===== src/rtl/mbist_pkg.sv =====
// Shared types and March C- element tables for the MBIST controller.
// Element k of each packed table is bit k.
package mbist_pkg;

    typedef enum logic [2:0] {
        IDLE,
        WS,
        WW,
        RD,
        RW,
        RC,
        DONE
    } state_t;

    localparam int unsigned NUM_ELEMS    = 6;
    localparam int unsigned FAIL_COUNT_W = 8;

    // 1 = descending address order
    localparam logic [NUM_ELEMS-1:0] ELEM_DOWN       = 6'b011000;
    // Every element except E0 starts with a read
    localparam logic [NUM_ELEMS-1:0] ELEM_READ_FIRST = 6'b111110;
    localparam logic [1:0]           ELEM_OPS [NUM_ELEMS] = '{2'd1, 2'd2, 2'd2, 2'd2, 2'd2, 2'd1};
    // Background expected by the read and written by the write of each element
    localparam logic [NUM_ELEMS-1:0] ELEM_EXP_BG     = 6'b010100;
    localparam logic [NUM_ELEMS-1:0] ELEM_WR_BG      = 6'b001010;

endpackage


===== src/rtl/mbist_addr_gen.sv =====
// Up/down address counter over 0..CAPACITY-1; direction is latched on load.
module mbist_addr_gen #(
    parameter int unsigned ADDR_WIDTH = 4,
    parameter int unsigned CAPACITY   = 16
) (
    input  logic                  clk,
    input  logic                  rst,
    input  logic                  load,
    input  logic                  dir,
    input  logic                  step,
    output logic [ADDR_WIDTH-1:0] addr,
    output logic                  last
);

    localparam logic [ADDR_WIDTH-1:0] TOP = ADDR_WIDTH'(CAPACITY - 1);

    logic down;

    always_ff @(posedge clk) begin
        if (rst) begin
            addr <= '0;
            down <= 1'b0;
        end else if (load) begin
            addr <= dir ? TOP : '0;
            down <= dir;
        end else if (step) begin
            addr <= down ? addr - 1'b1 : addr + 1'b1;
        end
    end

    // Latching the direction keeps last independent of the next element's dir
    assign last = down ? (addr == '0) : (addr == TOP);

endmodule


===== src/rtl/mbist_march_ctrl.sv =====
// March C- BIST controller for the fault_mem test memory.
// Optional: define MBIST_STOP_ON_FAIL_EN to end the test at the first mismatch.
module mbist_march_ctrl
    import mbist_pkg::*;
#(
    parameter int unsigned DATA_WIDTH = 8,
    parameter int unsigned ADDR_WIDTH = 4,
    parameter int unsigned CAPACITY   = 16
) (
    input  logic                    clk,
    input  logic                    rst,
    input  logic                    start,
    output logic                    busy,
    output logic                    done,
    output logic                    fail,
    output logic [ADDR_WIDTH-1:0]   fail_addr,
    output logic [2:0]              fail_elem,
    output logic [DATA_WIDTH-1:0]   fail_data,
    output logic [FAIL_COUNT_W-1:0] fail_count,
    output logic                    mem_write_read,
    output logic [ADDR_WIDTH-1:0]   mem_address,
    output logic [DATA_WIDTH-1:0]   mem_wdata,
    input  logic [DATA_WIDTH-1:0]   mem_rdata
);

`ifdef MBIST_STOP_ON_FAIL_EN
    localparam bit STOP_ON_FAIL = 1'b1;
`else
    localparam bit STOP_ON_FAIL = 1'b0;
`endif

    localparam logic [2:0] LAST_ELEM = 3'(NUM_ELEMS - 1);

    state_t     state, next_state;
    logic [2:0] elem, next_elem;
    logic       op, next_op;
    logic       ag_load, ag_dir, ag_step, ag_last;
    logic       accept, mismatch, last_op;

    mbist_addr_gen #(
        .ADDR_WIDTH (ADDR_WIDTH),
        .CAPACITY   (CAPACITY)
    ) u_addr_gen (
        .clk  (clk),
        .rst  (rst),
        .load (ag_load),
        .dir  (ag_dir),
        .step (ag_step),
        .addr (mem_address),
        .last (ag_last)
    );

    always_comb begin
        next_state = state;
        next_elem  = elem;
        next_op    = op;
        ag_load    = 1'b0;
        ag_step    = 1'b0;
        ag_dir     = 1'b0;
        accept     = start && (state == IDLE || state == DONE);
        mismatch   = (state == RC) && (mem_rdata != {DATA_WIDTH{ELEM_EXP_BG[elem]}});
        last_op    = op || (ELEM_OPS[elem] == 2'd1);

        case (state)
            IDLE, DONE: begin
                if (start) begin
                    next_state = WS;
                    next_elem  = '0;
                    next_op    = 1'b0;
                    ag_load    = 1'b1;
                    ag_dir     = ELEM_DOWN[0];
                end
            end
            WS: next_state = WW;
            RD: next_state = RW;
            RW: next_state = RC;
            WW, RC: begin
                if (STOP_ON_FAIL && mismatch) begin
                    next_state = DONE;
                end else if (!last_op) begin
                    // the second operation of a two-op element is always a write
                    next_op    = 1'b1;
                    next_state = WS;
                end else if (!ag_last) begin
                    ag_step    = 1'b1;
                    next_op    = 1'b0;
                    next_state = ELEM_READ_FIRST[elem] ? RD : WS;
                end else if (elem != LAST_ELEM) begin
                    next_elem  = elem + 3'd1;
                    next_op    = 1'b0;
                    ag_load    = 1'b1;
                    ag_dir     = ELEM_DOWN[elem + 3'd1];
                    next_state = ELEM_READ_FIRST[elem + 3'd1] ? RD : WS;
                end else begin
                    next_state = DONE;
                end
            end
            default: next_state = IDLE;
        endcase
    end

    always_ff @(posedge clk) begin
        if (rst) begin
            state          <= IDLE;
            elem           <= '0;
            op             <= 1'b0;
            busy           <= 1'b0;
            done           <= 1'b0;
            fail           <= 1'b0;
            fail_addr      <= '0;
            fail_elem      <= '0;
            fail_data      <= '0;
            fail_count     <= '0;
            mem_write_read <= 1'b0;
            mem_wdata      <= '0;
        end else begin
            state          <= next_state;
            elem           <= next_elem;
            op             <= next_op;
            // outputs are registered from the next state so they align with it
            busy           <= (next_state != IDLE) && (next_state != DONE);
            done           <= (next_state == DONE);
            mem_write_read <= (next_state == WW);
            if (next_state == WS) begin
                mem_wdata <= {DATA_WIDTH{ELEM_WR_BG[next_elem]}};
            end
            if (accept) begin
                fail       <= 1'b0;
                fail_addr  <= '0;
                fail_elem  <= '0;
                fail_data  <= '0;
                fail_count <= '0;
            end else if (mismatch) begin
                fail <= 1'b1;
                if (fail_count != '1) begin
                    fail_count <= fail_count + 1'b1;
                end
                if (!fail) begin
                    fail_addr <= mem_address;
                    fail_elem <= elem;
                    fail_data <= mem_rdata;
                end
            end
        end
    end

endmodule


===== config.mk =====
export PLATFORM = sky130hd
export DESIGN_NAME = mbist_march_ctrl
export DESIGN_NICKNAME = d
export VERILOG_FILES = /design/src/rtl/mbist_pkg.sv /design/src/rtl/mbist_addr_gen.sv /design/src/rtl/mbist_march_ctrl.sv
export SDC_FILE = /design/constraint.sdc
export NUM_CORES = 1
export LEC_CHECK = 0
export ABC_CLOCK_PERIOD_IN_PS = 3180
export CELL_PAD_IN_SITES_DETAIL_PLACEMENT = 1
export CELL_PAD_IN_SITES_GLOBAL_PLACEMENT = 1
export CORE_MARGIN = 2
export CORE_UTILIZATION = 40
export DETAILED_ROUTE_END_ITERATION = 8
export GPL_TIMING_DRIVEN = 0
export PLACE_DENSITY = 0.86
export REMOVE_ABC_BUFFERS = 1
export SLEW_MARGIN = 25
export SYNTH_ARGS = -nofsm -noshare
export SYNTH_HDL_FRONTEND = slang
export SYNTH_SLANG_ARGS = --single-unit

===== constraint.sdc =====
create_clock -name clk -period 3.18 [get_ports clk]
set_input_delay 0.954 -clock clk [delete_from_list [all_inputs] [get_ports clk]]
set_output_delay 0.954 -clock clk [all_outputs]
set_load 0.005 [all_outputs]

==> results.txt, run 1 <==
* Status: finished clean
* Tmin final: 2870 ps
- Clock-pin slew was measured on the worst setup and hold paths at 80 ps.
- Leading cell types by count after synthesis: sky130_fd_sc_hd__dfxtp_1 (42), sky130_fd_sc_hd__nor2_1 (38), sky130_fd_sc_hd__mux2i_1 (19), sky130_fd_sc_hd__inv_1 (12), sky130_fd_sc_hd__nand2_1 (11)
- The critical path is of the in -> reg type.
* CTS Sinks: 42
* Cell Area, Placed: 2730 sq um
* # H-tree levels: 2
- After the first detailed-routing iteration, the DRC count stood at 51.
* Clk root buf: sky130_fd_sc_hd__clkbuf_8
- Number of top-level design ports: 50
* Overall global routing resource usage: 19.3%
* Crit end category: flop
* Placed Cells incl. Taps: 360
- Initial cell density of the core: 41.0%
- The synthesized netlist contains 52 unique library cells.
- Max Buffers Root-to-Sink: 2
- Summed over all nets, the half-perimeter wirelength after detailed placement is 4100 um.
- Total wire length after detailed routing: 5530 um
- The biggest area contributor in the post-synthesis netlist is sky130_fd_sc_hd__dfxtp_1.
* Sum of buffers and inverters on the critical path: 1
- Register-to-Register Setup Slack: 680 ps
* Pin slew with the least headroom to its limit: 942 ps
- Top cells by area in the synthesized netlist: sky130_fd_sc_hd__dfxtp_1 (38%), sky130_fd_sc_hd__mux2i_1 (8.5%), sky130_fd_sc_hd__nor2_1 (6.4%), sky130_fd_sc_hd__ha_1 (5.1%), sky130_fd_sc_hd__buf_4 (2.4%)
* Global-route wire length before repair: 9630 um
- Via Count: 1,967
* Max-slew violation total from the final report: 0
- Cells along the critical path: clkdlybuf4s50_1, nor3_1, a31o_2, a311oi_1, nand4_1, xor2_1, nor2_1
- The design draws 1.05 mW.
* Post-synth EDFFs: 0
- Max capacitance violation total: 0
- For the worst setup path, the data arrival time is 3050 ps.
* Post-Syn Instances: 255
- The number of clock buffers added by TritonCTS is 5.
* Critical path peak fanout: 6
* Number of warning messages in the yosys log: 0
- Worst slew margin relative to its limit: 36.8%
- Area of the die: 6180 sq um
- Entering global routing, the biggest net connects 25 pins.
- Slowest cell on the critical path: sky130_fd_sc_hd__a311oi_1
* Post-Syn Area: 2230 sq um
- Gates resized during post-CTS repair numbered 0.
- Final setup margin: 311 ps
- Total non-filler cell area in the finished layout: 2820 sq um
- The multi-input combinational cells in the finished layout cover a total of 1250 sq um.
* Via/cell ratio: 5.35
- In this design, the largest share of critical-path delay is due to compound AO/OA/AOI/OAI gates.
- Dominant register cell in the synthesized netlist: sky130_fd_sc_hd__dfxtp_1
- Power density relative to cell area: 371 nW/um^2
* Die extent in x: 78.6 um
- On the worst path, the slowest cell contributes a delay of 780 ps.
- In this run the static leakage power is 0.998 nW.
- At the end of the flow the core is filled with cells to 51.8%.
- Final setup viols: 0
- Across the routed clock network, the largest skew measured is 4.45 ps.
* Top-area cell type share of the netlist area: 37.7%
- At the end of routability-driven placement, the weighted congestion stood at 0.797.
* Average footprint of a synthesized cell: 8.74 sq um
- Number of global-route vias before repair: 2,038
* Share of final-layout standard cells stronger than drive strength 1: 7.43%
- Relative to the synthesized area, the layout overhead comes to 26.5%.
- The number of antenna diodes in the final layout is 0.
- After synthesis, flip-flops and latches occupy 37.7% of the total area.
- Buffers inserted to repair hold after CTS numbered 0.
* Final non-filler cell total: 368
- Setup repair bufs after CTS: 0
- Derived from the worst setup path, the maximum achievable clock frequency is 349 MHz.
- STA classifies the critical path startpoint as an input port.
- The clock reaches the later pin of the worst-skew pair after 300 ps.
* Filler cell count in the final layout: 645
* Place WS: -95.1 ps
- Port-buffer cells: 49
- DIE HEIGHT: 78.6 um
- Ys async rst share: 0%
- The floorplan step defined a core boundary enclosing 5440 sq um.
- TritonCTS built the clock tree.
- Final cycle utilization of the critical path: 90.2%
- Routed wire per std cell: 15.0 um
* Drt drc: 0
- sky130_fd_sc_hd__dfxtp_1 is the most common cell in the netlist.
- Number of endpoints with negative hold slack in the final report: 0
- Setup repair after global routing missed its margin: false
* Worst EP required: 3360 ps
- The initial antenna violation count is 0.
* Final TNS setup: 0 ps
- The total overflow left after global routing is 0.
* Number of nets in the finished design: 316
- Combined flip-flop and latch cell area: 841 sq um
- The path class of the tightest hold or removal check is reg -> reg.
- Number of nets still failing antenna checks after routing: 0
- Final hold analysis gives a worst-case slack of 498 ps.
- The first TritonRoute pass finished after 4 iterations.
* Peak supply drop: 188 uV
* Number of storage elements in the synthesis netlist: 42
- After floorplanning, the core was divided into 27 placement rows.
## final timing paths
| kind | from | to | cells past startpoint |
|---|---|---|---|
| setup / recovery | mem_rdata[1] | fail_count[3] | 7 |
| hold / removal | fail_elem[0] | fail_elem[0] | 2 |
| setup reg to reg | state[2] | fail_count[3] | 6 |
| hold reg to reg | fail_elem[0] | fail_elem[0] | 2 |
## layout make-up
class	count	area share [%]
tap	72	3.20
timing repair buffer	50	17.8
sequential	42	29.8
multi-input combinational	184	44.4
clock inverter	3	0.755
inverter	12	1.60
clock buffer	5	2.44
## layout by cell type, fill, tap and decap left out, types with 2 or more instances in the layout
cell type and instances:
sky130_fd_sc_hd__a211oi_1 6, sky130_fd_sc_hd__nor2_1 38, sky130_fd_sc_hd__o21ai_0 9, sky130_fd_sc_hd__nand2_1 11, sky130_fd_sc_hd__mux2i_1 19, sky130_fd_sc_hd__o21a_1 2
sky130_fd_sc_hd__ha_1 9, sky130_fd_sc_hd__inv_1 12, sky130_fd_sc_hd__dfxtp_1 42, sky130_fd_sc_hd__nand4_1 6, sky130_fd_sc_hd__clkdlybuf4s50_1 49, sky130_fd_sc_hd__clkbuf_8 5
sky130_fd_sc_hd__nand3b_1 4, sky130_fd_sc_hd__nand2b_1 7, sky130_fd_sc_hd__xor2_1 5, sky130_fd_sc_hd__nand3_1 9, sky130_fd_sc_hd__nor2b_1 2, sky130_fd_sc_hd__a31oi_1 4
sky130_fd_sc_hd__and3_1 5, sky130_fd_sc_hd__nor3_1 5, sky130_fd_sc_hd__nor4_1 3, sky130_fd_sc_hd__xnor2_1 4, sky130_fd_sc_hd__a21oi_1 8
## worst min-delay path, stage by stage, from the launching register on
cell,delay (ps)
sky130_fd_sc_hd__dfxtp_1,330
sky130_fd_sc_hd__mux2i_1,60
sky130_fd_sc_hd__nor2_1,70
## sequential cells by signal (all words and copies together) (netlist names), named ones only
signal / cells
fail_count: 8
fail_data: 8
fail_addr: 4
u_addr_gen.addr: 4
elem: 3
fail_elem: 3
state: 3
busy: 1
done: 1
fail: 1
mem_wdata: 1
mem_write_read: 1
op: 1
u_addr_gen.down: 1
## where the power goes
group | switching [mW] | total, mW | internal, mW | leakage [nW]
logic | 0.0660 | 0.132 | 0.0658 | 0.614
registers | 0.0227 | 0.560 | 0.537 | 0.340
clock network | 0.199 | 0.354 | 0.154 | 0.0441
## layer usage
layer / wire [um] / share of wire, % / vias to the layer above / global-route usage (%)
met3: 190 / 3.4 / 5 / 3.68
met1: 2520 / 46 / 945 / 24.2
met4: 49 / 0.89 / 0 / 4.74
li1: - / - / 977 / -
met2: 2770 / 50 / 40 / 33.9
met5: 0 / 0 / - / 0
## logic make-up (layout without fill, tap and decap cells)
| family | after synthesis | after routing | synth area share (%) |
|---|---|---|---|
| xor+xnor | 9 | 9 | 3.54 |
| mux | 21 | 21 | 9.71 |
| compound gates | 44 | 44 | 13.6 |
| buf+inv | 29 | 70 | 6.51 |
| simple gates | 99 | 99 | 22.5 |
| fa+ha+maj | 11 | 11 | 6.40 |
| flops | 42 | 42 | 37.7 |
Note: power is estimated with default switching activity, not from simulation.
==> run 2, diff against run 1 <==
--- a/config.mk
+++ b/config.mk
@@ -9,6 +9,6 @@
 export CELL_PAD_IN_SITES_DETAIL_PLACEMENT = 1
 export CELL_PAD_IN_SITES_GLOBAL_PLACEMENT = 1
-export CORE_MARGIN = 2
 export CORE_UTILIZATION = 40
+export CTS_CLUSTER_DIAMETER = 40
 export DETAILED_ROUTE_END_ITERATION = 8
 export GPL_TIMING_DRIVEN = 0
==> constraint.sdc (replaced) <==
create_clock -name clk -period 3.18 [get_ports clk]
set_input_delay 0.636 -clock clk [delete_from_list [all_inputs] [get_ports clk]]
set_output_delay 0.636 -clock clk [all_outputs]
set_load 0.005 [all_outputs]
==> results.txt, run 2 (synthesis gave the netlist of run 1 again) <==
* Critical path startpoint category: input port (unchanged)
- Placed Cells incl. Taps: 358 (was 360)
- The portion of the clock cycle consumed by the worst path in the final layout was 85.0% (was 90.2%).
* First drt pass iteration count: 4 (unchanged)
- Max Freq: 370 MHz (was 349 MHz)
- The final weighted congestion of routability-driven global placement is 0.734 (was 0.797).
- The share of post-route cells with drive strength above 1 is 6.76% (was 7.43%).
- Setup repair after global routing missed its margin: false (unchanged).
- The die footprint was 5870 sq um (was 6180 sq um).
- The total half-perimeter wirelength after legalization and detailed placement is 4010 um (was 4100 um).
- Power density relative to cell area: 371 nW/um^2 (about the same)
- The required time of the critical path was 3330 ps (was 3360 ps).
- Via Count: 1,963 (was 1,967)
- The wire length of the first global-routing pass was 9540 um (was 9630 um).
* Total wire length after detailed routing: 5640 um (was 5530 um)
- Critical path peak fanout: 24 (was 6)
* Number of nets still failing antenna checks after routing: 0 (unchanged)
- The number of endpoints with negative hold slack in the final report was 0 (unchanged).
- The power after layout was 1.04 mW (was 1.05 mW).
* Number of global-route vias before repair: 1,927 (was 2,038)
* Drt drc: 0 (unchanged)
- The die outline height came to 76.6 um (was 78.6 um).
- The count of max-cap constraint violations came to 0 (unchanged).
* CTS Sinks: 42 (unchanged)
- The max-slew violation count was 0 (unchanged).
* Commonest cells after routing, fill and taps aside: sky130_fd_sc_hd__clkdlybuf4s50_1 (49), sky130_fd_sc_hd__dfxtp_1 (42), sky130_fd_sc_hd__nor2_1 (38), sky130_fd_sc_hd__mux2i_1 (19), sky130_fd_sc_hd__inv_1 (12) (unchanged)
- The number of setup violations in the final report was 0 (unchanged).
- Filler cell count in the final layout: 628 (was 645)
- The deepest clock path buffer count came to 2 (unchanged).
- The library cell used as clock root buffer is sky130_fd_sc_hd__clkbuf_8 (unchanged).
- CTS tree: done (unchanged)
* Leakage power: 1.00 nW (was 0.998 nW)
- Setup repair bufs after CTS: 0 (unchanged)
* Clock Skew: 9.16 ps (was 4.45 ps)
- The register clock-pin slew on the reported worst setup and hold paths was 90 ps (was 80 ps).
- The number of H-tree branching levels was 2 (unchanged).
* Pin count of the biggest net entering global routing: 25 (unchanged)
- Critical path class: in -> reg (unchanged)
- Port-buffer cells: 49 (unchanged)
* Hold buffer count at CTS: 0 (unchanged)
- Overflow left after global routing: 0 (unchanged)
- The type of destination of the critical path was a flop (unchanged).
- The worst hold slack was 502 ps (was 498 ps).
* Via/cell ratio: 5.36 (was 5.35)
- N_diodes: 0 (unchanged)
* Worst slew margin relative to its limit: 36.0% (was 36.8%)
- Number of antenna violations at the first check in global routing: 0 (unchanged)
- Initial cell density of the core: 42.5% (was 41.0%)
- The minimum period implied by the final worst setup slack is 2700 ps (was 2870 ps).
- Area inside the core boundary: 5240 sq um (was 5440 sq um)
- The setup TNS came to 0 ps (unchanged).
- The number of placement rows was 26 (was 27).
- Number of violations reported at the end of detailed-routing iteration 0: 66 (was 51)
* Routed wire per std cell: 15.4 um (was 15.0 um)
- Classification of the worst-slack hold path: reg -> reg (unchanged)
- The signal arrival time at the worst endpoint was 2860 ps (was 3050 ps).
- The floorplan die width is 76.6 um (was 78.6 um).
* Number of instances resized during post-cts repair: 0 (unchanged)
- Most common library cell in the layout ignoring fill and taps: sky130_fd_sc_hd__clkdlybuf4s50_1 (unchanged)
- The net count reported at finish came to 316 (unchanged).
- The count of pins on the block boundary is 50 (unchanged).
- The total clock buffers created by CTS came to 5 (unchanged).
* Multi-input gate area: 1250 sq um (about the same)
* Final non-filler cell total: 366 (was 368)
- The combined flip-flop and latch cell area was 841 sq um (unchanged).
- Overall global routing resource usage: 20.3% (was 19.3%)
- Status: finished clean (unchanged)
- Synthesis-to-finish area growth: 26.3% (was 26.5%)
- The worst-skew pair later-pin latency is 300 ps (about the same).
* Pin slew with the least headroom to its limit: 961 ps (was 942 ps)
- Peak supply drop: 232 uV (was 188 uV)
* Leading registers by flop count: fail_count (8), fail_data (8) (unchanged)
==> run 2: cell types whose count changed in the layout (fill, tap and decap cells not counted), sizes merged <==
| cell | change |
|---|---|
| clkbuf | +1 |
| clkinvlp | -1 |
==> run 2: path summary, 6_finish.rpt <==
path	startpoint	end	slack, ps	depth (start not counted)
setup / recovery	start	fail_data[0]	480	5
hold reg to reg	fail_data[6]	fail_data[6]	500	2
setup reg to reg	state[2]	fail_count[3]	660	6
hold / removal	fail_data[6]	fail_data[6]	500	2
==> run 2: worst max-delay path: stages <==
cell	delay (ps)
sky130_fd_sc_hd__clkdlybuf4s50_1	560
sky130_fd_sc_hd__nor2b_1	270
sky130_fd_sc_hd__nand3_1	400
sky130_fd_sc_hd__nand2b_1	840
sky130_fd_sc_hd__nor2_1	140
==> run 2: metal layers <==
layer | track usage (%) | vias to the layer above | wire (um)
li1 | - | 973 | -
met1 | 26.3 | 939 | 2720
met2 | 33.7 | 46 | 2670
met3 | 5.15 | 5 | 214
met4 | 4.23 | 0 | 34
met5 | 0 | - | 0
==> run 2: area by class of cell <==
class                           instances  area share, %
Clock buffer                            6           2.58
Multi-Input combinational cell        184           44.4
Inverter                               12           1.60
Tap cell                               70           3.11
Sequential cell                        42           29.9
Timing Repair Buffer                   50           18.0
Clock inverter                          2          0.489
==> run 2: stage by stage <==
stage | utilization (%) | area (sq um) | setup slack (ps)
finish | 53.7 | 2810 | 477
global route | 53.7 | 2810 | 279
CTS | 53.7 | 2810 | 480
detailed placement | 52.1 | 2730 | 167
global placement | 51.7 | 2710 | 34.5
floorplan | - | 2130 | 939
==> run 2: power by group <==
group	internal (mW)	total [mW]	switching (mW)
combinational	0.0661	0.133	0.0672
clock	0.155	0.352	0.196
sequential	0.537	0.560	0.0225
==> run 3, diff against run 2 <==
Settings changed: ABC_CLOCK_PERIOD_IN_PS 3180 to 2200, CORE_UTILIZATION 40 to 34, PLACE_DENSITY 0.86 to 0.78.
Clock period 3.18 ns to 2.2 ns, I/O delays scaled along.
==> results.txt, run 3 (synthesis gave the netlist of run 1 again) <==
- Commonest cells after routing, fill and taps aside: sky130_fd_sc_hd__clkdlybuf4s50_1 (49), sky130_fd_sc_hd__nor2_1 (38), sky130_fd_sc_hd__dfxtp_1 (35), sky130_fd_sc_hd__mux2i_1 (18), sky130_fd_sc_hd__inv_1 (12) (was sky130_fd_sc_hd__clkdlybuf4s50_1 (49), sky130_fd_sc_hd__dfxtp_1 (42), sky130_fd_sc_hd__nor2_1 (38), sky130_fd_sc_hd__mux2i_1 (19), sky130_fd_sc_hd__inv_1 (12)).
- Power density relative to cell area: 545 nW/um^2 (was 371 nW/um^2)
- The count of max-cap constraint violations came to 0 (unchanged).
- Number of global-route vias before repair: 2,108 (was 1,927)
- The classification of the worst setup path was reg -> reg (was in -> reg).
* Post-CTS clock slew at the launch and capture registers of the worst setup and hold paths: 80 ps (was 90 ps)
- The top fanout value on the critical path was 5 (was 24).
* Via/cell ratio: 5.32 (was 5.36)
- The largest net degree at the start of global routing came to 25 (unchanged).
- The share of post-route cells with drive strength above 1 was 16.4% (was 6.76%).
- Worst path arrival time: 2350 ps (was 2860 ps)
- The instance area after placement came to 2740 sq um (was 2730 sq um).
- Number of buffers created by CTS: 5 (unchanged)
- Number of antenna violations at the first check in global routing: 0 (unchanged)
- The global-route total usage across every layer came to 17.9% (was 20.3%).
* Initial cell density of the core: 35.1% (was 42.5%)
- The total half-perimeter wirelength after legalization and detailed placement was 4070 um (was 4010 um).
- The transition time at the pin with the least slew margin came to 719 ps (was 961 ps).
- For the finished layout, the period the worst path requires is 2170 ps.
* Overall power of the completed layout: 1.66 mW (was 1.04 mW)
* Number of nets still failing antenna checks after routing: 0 (unchanged)
- The library cell used as clock root buffer was sky130_fd_sc_hd__clkbuf_8 (unchanged).
* Overflow left after global routing: 0 (unchanged)
- The count of pins on the block boundary was 50 (unchanged).
- Setup repair after global routing missed its margin: true (was false).
- The worst-skew pair later-pin latency is 290 ps (was 300 ps).
- The number of port buffers came to 49 (unchanged).
* Area inside the core boundary: 6350 sq um (was 5240 sq um)
- The wire length of the first global-routing pass is 10,100 um (was 9540 um).
- Clock Skew: 4.63 ps (was 9.16 ps)
- The max-slew violation count was 0 (unchanged).
* Final setup viols: 0 (unchanged)
* # H-tree levels: 2 (unchanged)
- Worst slew margin relative to its limit: 51.9% (was 36.0%)
- The kind of start point of the critical path was a flop (was input port).
- Total wire length after detailed routing: 5960 um (was 5640 um)
* Max Freq: 461 MHz
- The floorplan die width is 83.0 um (was 76.6 um).
- N_diodes: 0 (unchanged)
* First drt pass iteration count: 4 (unchanged)
- The number of endpoints with negative hold slack in the final report is 0 (unchanged).
- Of the available clock period, the critical path in the final layout requires 98.6%.
* Number of placement rows: 29 (was 26)
- Final non-filler cell total: 382 (was 366)
- The required time of the critical path came to 2380 ps (was 3330 ps).
- Status: finished clean (unchanged).
- Final setup margin: 30.2 ps (was 477 ps)
- Routability cong.: 0.785 (was 0.734)
* DIE HEIGHT: 83.0 um (was 76.6 um)
- Routed wire per std cell: 15.6 um (was 15.4 um)
- Number of violations reported at the end of detailed-routing iteration 0: 60 (was 66)
* Placed Cells incl. Taps: 365 (was 358)
- Via Count: 2,031 (was 1,963)
* Number of nets in the finished design: 325 (was 316)
- The leakage dissipation came to 1.09 nW (was 1.00 nW).
- Leading registers by flop count: fail_count (8), fail_data (8) (unchanged)
* Max Buffers Root-to-Sink: 2 (unchanged)
- The layout overhead on the synthesized area was 36.8% (was 26.3%).
- The total clock sinks is 42 (unchanged).
- The setup TNS is 0 ps (unchanged).
- Total non-filler cell area in the finished layout: 3050 sq um (was 2810 sq um)
* Most common library cell in the layout ignoring fill and taps: sky130_fd_sc_hd__clkdlybuf4s50_1 (unchanged)
* Drt drc: 0 (unchanged)
* Peak supply drop: 349 uV (was 232 uV)
- Area of the die: 6880 sq um (was 5870 sq um)
- The type of destination of the critical path is a flop (unchanged).
- CTS tree: done (unchanged)
- Place WS: -605 ps (was 167 ps)
- Classification of the worst-slack hold path: reg -> reg (unchanged)
-- run 3: changes by cell type in the layout (fill, tap and decap cells not counted), moves of 3 or more --
cell	change
sky130_fd_sc_hd__o21ai_0	-4
sky130_fd_sc_hd__dfxtp_4	+4
sky130_fd_sc_hd__dfxtp_2	+3
sky130_fd_sc_hd__o21ai_2	+4
sky130_fd_sc_hd__dfxtp_1	-7
sky130_fd_sc_hd__buf_4	+8
-- run 3: critical path, stage by stage (launching register included) --
cell	delay (ps)
sky130_fd_sc_hd__dfxtp_4	360
sky130_fd_sc_hd__or4_4	550
sky130_fd_sc_hd__mux2_4	300
sky130_fd_sc_hd__or3_4	410
sky130_fd_sc_hd__nand2b_1	110
sky130_fd_sc_hd__a21oi_2	60
sky130_fd_sc_hd__a2111oi_2	270
-- run 3: layer usage --
metal	wire [um]	share of wire, %	track usage [%]	vias up
li1	-	-	-	992
met1	2740	46	22.7	996
met2	2940	49	30.6	38
met3	211	3.5	3.78	5
met4	60	1.0	5.17	0
met5	0	0	0	-
-- run 3: layout make-up --
class / count / area [sq um]
Fill cell: 723 / 3300
Timing Repair Buffer: 59 / 577
Multi-Input combinational cell: 184 / 1360
Sequential cell: 42 / 860
Clock buffer: 6 / 72.6
Inverter: 12 / 45.0
Tap cell: 77 / 96.3
Clock inverter: 2 / 37.5
-- run 3: power breakdown --
group / total [mW] / internal [mW] / switching, mW
combinational: 0.237 / 0.119 / 0.118
sequential: 0.807 / 0.778 / 0.0290
clock: 0.617 / 0.339 / 0.278
-- run 3: path summary, 6_finish.rpt --
kind | slack [ps] | depth (start not counted) | start | end
worst max-delay path | 30 | 6 | u_addr_gen.addr[0] | state[2]
worst min-delay path | 490 | 1 | fail_count[6] | fail_count[6]
worst max register to register | 30 | 6 | u_addr_gen.addr[0] | state[2]
worst min register to register | 490 | 1 | fail_count[6] | fail_count[6]
-- run 3: repair_timing --
item / CTS / global route
pin swaps: 3 / 6
gates resized for setup: 18 / 20
hold buffers: 0 / 0
buffers inserted: 2 / 7
setup endpoints to repair: 36 / 32
-- run 3: stage by stage --
stage / hold WS, ps / util [%]
floorplan: 479 / -
global placement: 476 / 42.8
detailed placement: 484 / 43.1
CTS: 505 / 46.0
global route: 532 / 48.0
finish: 494 / 48.0
